<file path="src/rtl/cp0_pkg.sv">
// Shared definitions for the coprocessor-0 block: register indices, exception codes,
// SR/Cause field positions and the packing helpers used for mfc0 reads.
package cp0_pkg;

    localparam logic [4:0] REG_SR    = 5'd12;
    localparam logic [4:0] REG_CAUSE = 5'd13;
    localparam logic [4:0] REG_EPC   = 5'd14;
    localparam logic [4:0] REG_PRID  = 5'd15;

    localparam logic [4:0] EXC_INT  = 5'd0;
    localparam logic [4:0] EXC_ADEL = 5'd4;
    localparam logic [4:0] EXC_ADES = 5'd5;
    localparam logic [4:0] EXC_RI   = 5'd10;
    localparam logic [4:0] EXC_OV   = 5'd12;

    localparam int SR_IE    = 0;
    localparam int SR_EXL   = 1;
    localparam int IM_LO    = 10;
    localparam int IP_LO    = 10;
    localparam int EXC_LO   = 2;
    localparam int CAUSE_BD = 31;

    typedef struct packed {
        logic [5:0] im;
        logic       exl;
        logic       ie;
    } srReg_t;

    function automatic logic [31:0] packSr(input srReg_t sr);
        logic [31:0] word;
        word = '0;
        word[IM_LO +: 6] = sr.im;
        word[SR_EXL]     = sr.exl;
        word[SR_IE]      = sr.ie;
        return word;
    endfunction

    function automatic logic [31:0] packCause(input logic bd, input logic [5:0] ip,
                                              input logic [4:0] exc);
        logic [31:0] word;
        word = '0;
        word[CAUSE_BD]    = bd;
        word[IP_LO +: 6]  = ip;
        word[EXC_LO +: 5] = exc;
        return word;
    endfunction

endpackage

</file>
<file path="src/rtl/cp0_req_arbiter.sv">
// Combinational request arbitration: decides whether an interrupt or exception is taken
// this cycle, which ExcCode gets recorded and which PC the handler returns to.
module cp0_req_arbiter
    import cp0_pkg::*;
(
    input  logic [5:0]  hwInt,
    input  srReg_t      sr,
    input  logic [4:0]  excCode,
    input  logic [31:0] pc,
`ifdef CP0_BD_EN
    input  logic        bd,
`endif
    output logic        intPend,
    output logic        excPend,
    output logic        intReq,
    output logic [4:0]  selExcCode,
    output logic [31:0] victimPc
);

    assign intPend = (|(hwInt & sr.im)) & sr.ie & ~sr.exl;
    assign excPend = (excCode != 5'd0) & ~sr.exl;
    assign intReq  = intPend | excPend;

    // Interrupts win over a synchronous exception in the same cycle.
    assign selExcCode = intPend ? EXC_INT : excCode;

`ifdef CP0_BD_EN
    // A delay-slot victim returns to the branch so the branch re-executes.
    assign victimPc = bd ? (pc - 32'd4) : pc;
`else
    assign victimPc = pc;
`endif

endmodule

</file>
<file path="src/rtl/cp0_unit.sv">
// Coprocessor-0: holds SR/Cause/EPC/PRId, raises IntReq and serves mfc0/mtc0/eret.
// Optional branch-delay tracking is enabled by defining CP0_BD_EN.
module cp0_unit
    import cp0_pkg::*;
#(
    parameter logic [31:0] PRID_VALUE = 32'h0000_2019
) (
    input  logic        clk,
    input  logic        reset,
    input  logic [31:0] PC_M,
    input  logic [6:2]  ExcCode_M,
    input  logic        BD_M,
    input  logic [7:2]  HWInt,
    input  logic [4:0]  A1,
    input  logic [4:0]  A2,
    input  logic [31:0] DIn,
    input  logic        WE,
    input  logic        EXLClr,
    output logic        IntReq,
    output logic [31:0] EPC,
    output logic [31:0] DOut
);

    srReg_t      sr;
    logic [5:0]  causeIp;
    logic [4:0]  causeExc;
    logic        causeBd;
    logic [31:0] epcReg;

    logic        intPend;
    logic        excPend;
    logic        reqRaw;
    logic [4:0]  selExcCode;
    logic [31:0] victimPc;
    logic        srWrite;

    cp0_req_arbiter uArb (
        .hwInt      (HWInt),
        .sr         (sr),
        .excCode    (ExcCode_M),
        .pc         (PC_M),
`ifdef CP0_BD_EN
        .bd         (BD_M),
`endif
        .intPend    (intPend),
        .excPend    (excPend),
        .intReq     (reqRaw),
        .selExcCode (selExcCode),
        .victimPc   (victimPc)
    );

    assign IntReq  = reqRaw & reset;
    assign srWrite = WE && (A2 == REG_SR);
    assign EPC     = epcReg;

`ifndef CP0_BD_EN
    logic unusedBd;
    assign unusedBd = BD_M;
    assign causeBd  = 1'b0;
`endif

    always_ff @(posedge clk or negedge reset) begin
        if (!reset) begin
            sr       <= '0;
            causeIp  <= '0;
            causeExc <= '0;
            epcReg   <= '0;
`ifdef CP0_BD_EN
            causeBd  <= 1'b0;
`endif
        end else begin
            causeIp <= HWInt;
            if (IntReq) begin
                sr.exl   <= 1'b1;
                causeExc <= selExcCode;
                epcReg   <= victimPc;
`ifdef CP0_BD_EN
                causeBd  <= BD_M;
`endif
            end else begin
                if (srWrite) begin
                    sr.im <= DIn[IM_LO +: 6];
                    sr.ie <= DIn[SR_IE];
                end
                // eret takes precedence over an mtc0 EXL write in the same cycle.
                if (srWrite || EXLClr)
                    sr.exl <= EXLClr ? 1'b0 : DIn[SR_EXL];
                if (WE && (A2 == REG_EPC))
                    epcReg <= {DIn[31:2], 2'b00};
            end
        end
    end

    always_comb begin
        DOut = '0;
        case (A1)
            REG_SR:    DOut = packSr(sr);
            REG_CAUSE: DOut = packCause(causeBd, causeIp, causeExc);
            REG_EPC:   DOut = epcReg;
            REG_PRID:  DOut = PRID_VALUE;
            default:   DOut = '0;
        endcase
    end

endmodule

</file>
<file path="config.mk">
export PLATFORM = sky130hd
export DESIGN_NAME = cp0_unit
export DESIGN_NICKNAME = d
export VERILOG_FILES = /design/src/rtl/cp0_pkg.sv /design/src/rtl/cp0_req_arbiter.sv /design/src/rtl/cp0_unit.sv
export SDC_FILE = /design/constraint.sdc
export NUM_CORES = 1
export LEC_CHECK = 0
export ABC_AREA = 1
export CORE_MARGIN = 1.5
export CORE_UTILIZATION = 43
export CTS_CLUSTER_DIAMETER = 120
export CTS_CLUSTER_SIZE = 25
export DETAILED_ROUTE_END_ITERATION = 7
export HOLD_SLACK_MARGIN = 0.12
export PLACE_DENSITY = 0.86
export SLEW_MARGIN = 20
export SYNTH_ARGS = -nofsm -noshare
export SYNTH_HDL_FRONTEND = slang
export SYNTH_SLANG_ARGS = --single-unit
</file>
<file path="constraint.sdc">
create_clock -name clk -period 4.3 [get_ports clk]
set_clock_uncertainty 0.15 [all_clocks]
set_input_delay 1.075 -clock clk [delete_from_list [all_inputs] [get_ports clk]]
set_output_delay 1.075 -clock clk [all_outputs]
set_load 0.05 [all_outputs]
</file>
==> results <==
## report_power, final
part | internal, mW | switching (mW) | total [mW]
combinational | 0.322 | 0.548 | 0.870
clock | 0.117 | 0.170 | 0.287
sequential | 0.587 | 0.0987 | 0.685
total | 1.03 | 0.817 | 1.84
## path summary, 6_finish.rpt
| path | startpoint | end | slack [ns] | cells past startpoint |
|---|---|---|---|---|
| worst min-delay path | sr[0]$_DFFE_PN0P_ | sr[0]$_DFFE_PN0P_ | 0.33 | 2 |
| max in group asynchronous | reset | EPC[31]$_DFFE_PN0P_ | 2.50 | 2 |
| min in group asynchronous | reset | sr[0]$_DFFE_PN0P_ | 0.91 | 2 |
| worst max-delay path | A1[1] | DOut[15] | 0.53 | 8 |
| worst min register to register | sr[0]$_DFFE_PN0P_ | sr[0]$_DFFE_PN0P_ | 0.33 | 2 |
| worst max register to register | sr[7]$_DFFE_PN0P_ | sr[7]$_DFFE_PN0P_ | 2.03 | 11 |
## stage by stage
stage / cell area (sq um) / hold WS [ns] / setup slack [ns] / power [mW]
after global placement: 4880 / 0.308 / 0.554 / 1.53
after floorplan: 3020 / 0.292 / 0.662 / 1.21
after CTS: 4970 / 0.334 / 0.495 / 1.85
after global routing: 4970 / 0.353 / 0.384 / 1.93
after detailed placement: 4880 / 0.308 / 0.499 / 1.56
final: 4970 / 0.335 / 0.531 / 1.84
## cell usage in the layout (no fill, tap or decap)
cell type and count:
nor2_1 28, dfrtp_1 51, nor3_4 1, nand3_1 76
inv_6 1, nand2_2 2, inv_1 56, clkdlybuf4s50_1 119
o21ai_1 7, o21ai_0 1, buf_12 33, o21bai_1 1
o211ai_1 1, nand2_8 1, clkbuf_8 5, clkinvlp_4 2
nor4_1 1, a22o_1 3, nand2_1 190, nand2_4 1
nand4_1 1, buf_4 6, nor3_2 1, inv_2 4
## worst reg2reg max path, stage by stage, from the launching register on
cell     delay (ns)
dfrtp_1        0.42
nand2_1        0.08
nand2_1        0.06
nor2_1         0.09
nand2_1        0.07
nand2_2        0.14
nand2_4        0.09
nand2_8        0.07
buf_4          0.58
nand2_2        0.24
nand2_1        0.13
nand2_1        0.06
## cell type report
class                      count  area, sq um
clock inverter                 3         23.8
sequential                    51         1280
tap                           96          120
inverter                      60          225
fill                         518         1820
timing repair buffer         158         1900
multi-input combinational    315         1360
clock buffer                   5         68.8
## layer usage
layer,part of all wire [%],track usage (%)
met1,40,29.1
met2,51,42.6
met3,7.5,5.24
met4,2.3,9.68
met5,0,0
## cells by family (layout without fill, tap and decap cells)
logic type,after synthesis,after routing,synth area share [%]
AOI/OAI and AO/OA,13,13,2.69
DFF,51,51,42.3
buffers and inverters,84,226,12.8
and+or+nand+nor,302,302,42.2
## registers in the layout, summed over array words and instances (netlist names)
signal,cells
sr,8
causeIp,6
causeExc,5
EPC,32
==> out/qor.yml <==
grt_pass1_vias: 3220
grt_setup_unrepaired: "no"
yosysMostFrequentCell: "nand2_1"
drt_iter0_drc: 199
max_cap_violations: 0
drive_gt1_share_pct: 9.63
status: "finished, final reports clean"
synth_flop_cell: "dfrtp_1"
io_buffers: 153
synth_nets: 540
crit_required_ns: 3.07
tightest_slew_ns: 0.927
synth-edff-count: 0
grt-ovfl-total: 0
cts_made_buffers: 5
finalSetupTns_ns: 0
cts_resized: 0
h-tree-depth: 2
synth_largest_area_cell: "dfrtp_1"
finalSetupViolations: 0
boundaryPins: 155
crit_fanout: 13
hold_buffers: 0
place_congestion: 0.794
start_util_pct: 44.4
yosysTopAreaCellShare_pct: 42.3
firstDrtPassIters: 5
synthesis.instances: 450
die_h_microns: 86.8
wl_per_cell_microns: 13.4
cts_tree: "done"
core-area_sq_mm: 0.00679
detail-route-antenna-nets: 0
path_cells: "clkdlybuf4s50_1 > inv_1 > nor2_1 > nand2_1 > inv_1 > nand2_1 > nand3_1 > buf_12"
nNetsFinal: 681
n_antenna_cell: 0
wirelength_microns: 9240
max_freq_mhz: 265
hold_path.class: "reg -> reg"
crit_family: "buffers and inverters"
start_kind: "input port"
ys_async_sr_fraction_pct: 100
yosysWarnings: 0
ys_top_cells_by_count: "nand2_1, nand3_1, inv_1"
ctsLongestPathBuffers: 2
seq_area_frac_synth_pct: 42.3
cts_root_buffer: "clkbuf_8"
critPathArrivalTime_ns: 2.54
insertion_delay_ns: 0.31
cts.sinks: 51
fin_util_pct: 73.2
yosys-top-cells-area: "dfrtp_1, nand2_1, nand3_1, inv_1, nor2_1"
drc: 0
hold_viol: 0
synth.avg_cell_area_sq_um: 6.71
clk_pin_slew_ns: 0.10
postCtsSetupRepairBufs: 0
vias_per_cell: 4.89
path_class: "in -> out"
dp_hpwl_microns: 6770
grt_antenna_before_repair: 0
slew_violations: 0
fin_crit_ns: 3.77
grt_max_degree: 82
syn_to_final_growth_pct: 64.7
rows: 30
cp_slowest_stage_delay_ns: 0.49
fin_crit_sh_pct: 87.6
grt_pass1_wl_microns: 14500
final_cell_count_no_fill: 688
irDropWorstVdd_v: 0.000275
endpoint_kind: "primary output"
die_area_sq_mm: 0.00753
slowest_stage: "clkdlybuf4s50_1"
die_width_microns: 86.8
p_leak_nw: 2.53
slew_headroom_pct: 38.2
grt_util_all_layers_pct: 24.4
dr_total_vias: 3364
path_buf_inv: 4
ys_types: 20
powerDensity_mw_per_mm2: 370
dp_cells: 680
synth_seq_cells: 51
synth_area_sq_mm: 0.00302
(Power assumes the default switching activity.)
